**src/rtl/ps2_rx_fifo.sv**
```systemverilog
// PS/2 keyboard receiver feeding a small scan-code FIFO for the keyboard I/O port.
//
// Ports:
//   clk       - 50 MHz system clock; all state changes on its rising edge
//   clrn      - asynchronous active-low reset
//   ps2_clk   - raw PS/2 clock pin (asynchronous)
//   ps2_data  - raw PS/2 data pin (asynchronous)
//   rdn       - active-low read strobe; one pop per high-to-low transition
//   data      - scan code at the FIFO head, valid while ready=1
//   ready     - FIFO holds at least one code
//   overflow  - sticky: a good frame was dropped because the FIFO was full
//   frame_err - sticky: start/parity/stop error or a timeout abort
// Both sticky flags clear on a pop unless a new setting event lands in the same cycle.
module ps2_rx_fifo #(
  parameter int unsigned DEPTH_LOG2 = 3,
  parameter int unsigned TIMEOUT    = 50000
) (
  input  logic       clk,
  input  logic       clrn,
  input  logic       ps2_clk,
  input  logic       ps2_data,
  input  logic       rdn,
  output logic [7:0] data,
  output logic       ready,
  output logic       overflow,
  output logic       frame_err
);

  localparam int unsigned Depth = 1 << DEPTH_LOG2;
  localparam int unsigned TmoW  = (TIMEOUT > 1) ? $clog2(TIMEOUT) : 1;

  localparam logic [TmoW-1:0]       TmoLast = TmoW'(TIMEOUT - 1);
  localparam logic [TmoW-1:0]       TmoOne  = TmoW'(1);
  localparam logic [DEPTH_LOG2:0]   CntFull = (DEPTH_LOG2 + 1)'(Depth);
  localparam logic [DEPTH_LOG2:0]   CntOne  = (DEPTH_LOG2 + 1)'(1);
  localparam logic [DEPTH_LOG2-1:0] PtrOne  = DEPTH_LOG2'(1);

  typedef enum logic [1:0] {StIdle, StData, StParity, StStop} state_e;

  // Input synchronizers; preset high so reset release never looks like a clock fall.
  logic [2:0] clk_sync_q, dat_sync_q;

  always_ff @(posedge clk or negedge clrn) begin
    if (!clrn) begin
      clk_sync_q <= 3'b111;
      dat_sync_q <= 3'b111;
    end else begin
      clk_sync_q <= {clk_sync_q[1:0], ps2_clk};
      dat_sync_q <= {dat_sync_q[1:0], ps2_data};
    end
  end

  logic fall, bit_in;
  assign fall   = clk_sync_q[2] & ~clk_sync_q[1];
  // Data pin settles long before the clock falls, so the oldest stage is safe to sample.
  assign bit_in = dat_sync_q[2];

  // Receiver state
  state_e          state_q, state_d;
  logic [2:0]      bitcnt_q, bitcnt_d;
  logic [7:0]      shreg_q, shreg_d;
  logic            parity_q, parity_d;
  logic [TmoW-1:0] tmo_q, tmo_d;
  logic            push, rx_err;

  always_comb begin
    state_d  = state_q;
    bitcnt_d = bitcnt_q;
    shreg_d  = shreg_q;
    parity_d = parity_q;
    tmo_d    = tmo_q;
    push     = 1'b0;
    rx_err   = 1'b0;
    if (state_q != StIdle) tmo_d = tmo_q + TmoOne;
    if (fall) begin
      tmo_d = '0;
      unique case (state_q)
        StIdle: begin
          if (!bit_in) begin
            state_d  = StData;
            bitcnt_d = 3'd0;
          end else begin
            rx_err = 1'b1;
          end
        end
        StData: begin
          shreg_d  = {bit_in, shreg_q[7:1]};
          bitcnt_d = bitcnt_q + 3'd1;
          if (bitcnt_q == 3'd7) state_d = StParity;
        end
        StParity: begin
          parity_d = bit_in;
          state_d  = StStop;
        end
        StStop: begin
          if (bit_in && (^{shreg_q, parity_q})) push = 1'b1;
          else rx_err = 1'b1;
          state_d = StIdle;
        end
        default: state_d = StIdle;
      endcase
    end else if (state_q != StIdle && tmo_q == TmoLast) begin
      // Device went silent mid-frame: abandon it.
      state_d = StIdle;
      tmo_d   = '0;
      rx_err  = 1'b1;
    end
  end

  always_ff @(posedge clk or negedge clrn) begin
    if (!clrn) begin
      state_q  <= StIdle;
      bitcnt_q <= '0;
      shreg_q  <= '0;
      parity_q <= 1'b0;
      tmo_q    <= '0;
    end else begin
      state_q  <= state_d;
      bitcnt_q <= bitcnt_d;
      shreg_q  <= shreg_d;
      parity_q <= parity_d;
      tmo_q    <= tmo_d;
    end
  end

  // FIFO
  logic [7:0]            mem_q [Depth];
  logic [DEPTH_LOG2-1:0] wr_ptr_q, wr_ptr_d, rd_ptr_q, rd_ptr_d;
  logic [DEPTH_LOG2:0]   count_q, count_d;
  logic                  rdn_q, overflow_q, overflow_d, frame_err_q, frame_err_d;
  logic                  full, pop, do_write, drop;

  assign full     = (count_q == CntFull);
  assign pop      = rdn_q & ~rdn & (count_q != '0);
  // When full, a simultaneous pop frees the head slot, which is exactly wr_ptr.
  assign do_write = push & (~full | pop);
  assign drop     = push & full & ~pop;

  always_comb begin
    wr_ptr_d    = do_write ? wr_ptr_q + PtrOne : wr_ptr_q;
    rd_ptr_d    = pop ? rd_ptr_q + PtrOne : rd_ptr_q;
    count_d     = count_q;
    if (do_write && !pop) count_d = count_q + CntOne;
    else if (pop && !do_write) count_d = count_q - CntOne;
    overflow_d  = drop | (overflow_q & ~pop);
    frame_err_d = rx_err | (frame_err_q & ~pop);
  end

  always_ff @(posedge clk or negedge clrn) begin
    if (!clrn) begin
      mem_q       <= '{default: '0};
      wr_ptr_q    <= '0;
      rd_ptr_q    <= '0;
      count_q     <= '0;
      rdn_q       <= 1'b1;
      overflow_q  <= 1'b0;
      frame_err_q <= 1'b0;
    end else begin
      if (do_write) mem_q[wr_ptr_q] <= shreg_q;
      wr_ptr_q    <= wr_ptr_d;
      rd_ptr_q    <= rd_ptr_d;
      count_q     <= count_d;
      rdn_q       <= rdn;
      overflow_q  <= overflow_d;
      frame_err_q <= frame_err_d;
    end
  end

  assign data      = mem_q[rd_ptr_q];
  assign ready     = (count_q != '0);
  assign overflow  = overflow_q;
  assign frame_err = frame_err_q;

endmodule

```
**config.mk**
```make
export PLATFORM = sky130hd
export DESIGN_NAME = ps2_rx_fifo
export DESIGN_NICKNAME = d
export VERILOG_FILES = /design/src/rtl/ps2_rx_fifo.sv
export SDC_FILE = /design/constraint.sdc
export NUM_CORES = 1
export LEC_CHECK = 0
export CAP_MARGIN = 20
export CORE_MARGIN = 2
export CORE_UTILIZATION = 40
export CTS_BUF_LIST = sky130_fd_sc_hd__clkbuf_16
export DETAILED_ROUTE_END_ITERATION = 6
export GPL_TIMING_DRIVEN = 1
export RECOVER_POWER = 50
export SYNTH_ARGS = -nofsm -noshare
export SYNTH_HDL_FRONTEND = slang
export SYNTH_SLANG_ARGS = --single-unit
```
**constraint.sdc**
```tcl
create_clock -name clk -period 4.81 [get_ports clk]
set_clock_uncertainty 0.15 [all_clocks]
set_input_delay 1.443 -clock clk [delete_from_list [all_inputs] [get_ports clk]]
set_output_delay 1.443 -clock clk [all_outputs]
set_load 0.05 [all_outputs]
```
==> reports/results.ini, run 1 <==
[outcome]
run_status=finished, violations left
violations=max-capacitance violations, max-slew violations

[logic_synthesis]
synth_cell_type_count=52
synth-edff-count=0
synth_area_mm2=0.005409
ys_ff_latch=113
syn_inst=394
syn_nets=412
syn_avg_cell_area_um2=13.73
synth_warnings=0
async_flop_share_pct=100.0
synthFlopType=dfrtp_1
seq_area_frac_synth_pct=52.44

[pwr]
p_per_area_mw_per_mm2=487.6
peakVddDrop_mv=0.2547
power_leakage_nw=2.912

[floorplanning]
start_util_pct=40.84
core_area_mm2=0.01324
die_w_um=120.3
io_pins=16
die_area_mm2=0.01447
fp.dieH_um=120.3
num_rows=42

[route]
met3_length_um=400
highest_layer=met4
via_per_inst=5.283
routedWlPerCell_um=17.09
via_count=3159
first_iter_violations=215
dr.pass1.iters=4
ant_nets=0
totalWireLength_um=10220
drc=0
met2_length_um=4918
drt-met1-wl_um=4694

[global_route]
grt-ovfl-total=0
grt.total_usage_pct=15.86
antenna_found_initial=0
grt_pass1_vias=3416
grt_max_degree=66
grt_pass1_wl_um=17430

[timing]
grt_setup_unrepaired=false
setup_viol=0
fmax_mhz=235.7
fin_crit_ps=4244
slew_headroom_pct=-9.701
hold_viol=0
maxSlewViolCount=66
setup-tns-final_ps=0
period_share_pct=88.22
worst_pin_slew_ps=1646

[placed_design]
numPortBuffers=15
hpwl_um=6426
gp_congestion=0.7902

[setup_path]
critPathLaunchType=flop
cp_max_fo=10
cp-end-kind=output port
worstPathArrival_ps=2650
crit_type=reg -> out
critPathRequiredTime_ps=3220

[hold_path]
min_path_type=reg -> reg

[final_layout]
fill_cells=1191
final_common_cell=dfrtp_1
mostFrequentLayoutCells=dfrtp_1, mux2_2, nand2_1
drive_gt1_share_pct=33.18
insertedDiodeCount=0
ff_latch_area_mm2=0.002836
postLayoutCoreUtil_pct=46.71
nets=427
multiInputGateArea_mm2=0.002407
area_delta_synth_final_pct=14.36

[clocking]
hold_buffers=0
cts_tree=done
clkSlewWorstSetupHoldPaths_ps=50
clk-insertion-delay-late_ps=410
htree_levels=4
cts_root_buf=clkbuf_16
cts_resized=0
post_cts_buffers=0
clock_sinks=113
numCtsBuffers=17
cts_buffer_depth=2

[flow_run]
max-cap-violations=1

==> kinds of logic (layout without fill, tap and decap cells) <==
logic type / Yosys count / after routing / synth area share, %
multiplexers: 101 / 101 / 24.34
buffers and inverters: 32 / 60 / 3.053
AO/OA/AOI/OAI: 27 / 27 / 3.285
AND/OR/NAND/NOR: 80 / 80 / 8.698
XOR/XNOR: 28 / 28 / 5.043
flip-flops: 113 / 113 / 52.44
adder cells (fa/ha/maj): 13 / 13 / 3.146
==> metal layers <==
metal / vias up / GRT usage, %
met5: - / 0
met3: 18 / 5.000
met1: 1631 / 20.73
met4: 0 / 6.395
met2: 50 / 24.64
li1: 1460 / -
==> synthesized netlist by cell type, types with 2 or more instances <==
master,number,area share (%)
dfrtp_1,106,49
mux2_2,84,17
nand2_1,18,1.2
nor2_1,17,1.2
xnor2_1,17,2.8
mux4_2,16,6.7
clkbuf_1,14,0.97
ha_1,12,2.8
nand3_1,12,1.1
o21ai_0,9,0.83
xor2_1,9,1.5
dfstp_2,7,3.4
inv_1,7,0.49
nand4_1,6,0.69
a21oi_1,5,0.46
o31ai_1,4,0.56
buf_2,3,0.28
buf_6,3,0.62
or3_1,3,0.35
a211oi_1,2,0.28
a32o_1,2,0.37
and3_1,2,0.23
and4b_1,2,0.37
buf_1,2,0.14
buf_4,2,0.28
nor2b_1,2,0.23
nor4_1,2,0.23
xnor3_1,2,0.83
==> sequential cells by signal, summed over array words and instances (netlist names) <==
signal and cells:
overflow 1, shreg_q 8, state_q 2, count_q 4
rd_ptr_q 3, dat_sync_q 3, bitcnt_q 3, tmo_q 16
wr_ptr_q 3, rdn_q 1, parity_q 1, mem_q 64
frame_err 1, clk_sync_q 3
==> final cells by class <==
cell class,count,area share [%]
Multi-Input combinational cell,249,38.92
Tap cell,176,3.560
Sequential cell,113,45.85
Clock buffer,17,6.877
Timing Repair Buffer,21,2.953
Clock inverter,15,1.416
Inverter,7,0.4248
==> per-stage QoR <==
| stage | instances | power (W) | area (µm²) | hold slack [ps] | worst slack [ps] |
|---|---|---|---|---|---|
| after detailed placement | 566 | 0.001966 | 5683 | 196.8 | 525.9 |
| after global routing | 598 | 0.003188 | 6186 | 211.0 | 494.4 |
| after global placement | 566 | 0.001945 | 5683 | 195.9 | 561.9 |
| final | 598 | 0.003016 | 6186 | 203.8 | 566.4 |
| after CTS | 598 | 0.003063 | 6196 | 204.2 | 528.8 |
| after floorplan | 394 | 0.001770 | 5409 | 195.2 | 934.8 |
==> power breakdown <==
part / internal, W / switching, W
logic: 0.000339 / 0.000343
clock network: 0.000682 / 0.000395
registers: 0.00106 / 0.000192
==> worst paths after layout <==
check,endpoint,startpoint,slack [ps],cells after the start
worst min-delay path,dat_sync_q[2],dat_sync_q[1],200,0
worst max register to register,count_q[3],shreg_q[0],1770,11
max in group asynchronous,mem_q[25],clrn,1180,2
min in group asynchronous,mem_q[46],clrn,1300,1
worst min register to register,dat_sync_q[2],dat_sync_q[1],200,0
worst max-delay path,data[2],rd_ptr_q[1],570,4
==> worst max-delay path, stage by stage (launching register included) <==
cell             delay (ps)
dfrtp_1                 600
buf_4                   300
mux4_2                  350
mux2_2                  290
clkdlybuf4s50_1         700
(Power assumes the default switching activity.)
==> inputs of run 2 (changes only) <==
--- a/config.mk
+++ b/config.mk
@@ -12,6 +12,7 @@
 export DETAILED_ROUTE_END_ITERATION = 6
 export GPL_TIMING_DRIVEN = 1
 export RECOVER_POWER = 50
+export SKIP_LAST_GASP = 1
 export SYNTH_ARGS = -nofsm -noshare
 export SYNTH_HDL_FRONTEND = slang
 export SYNTH_SLANG_ARGS = --single-unit
==> results of run 2 <==
Same layout as run 1: the final DEF is identical, and so are final timing and power.
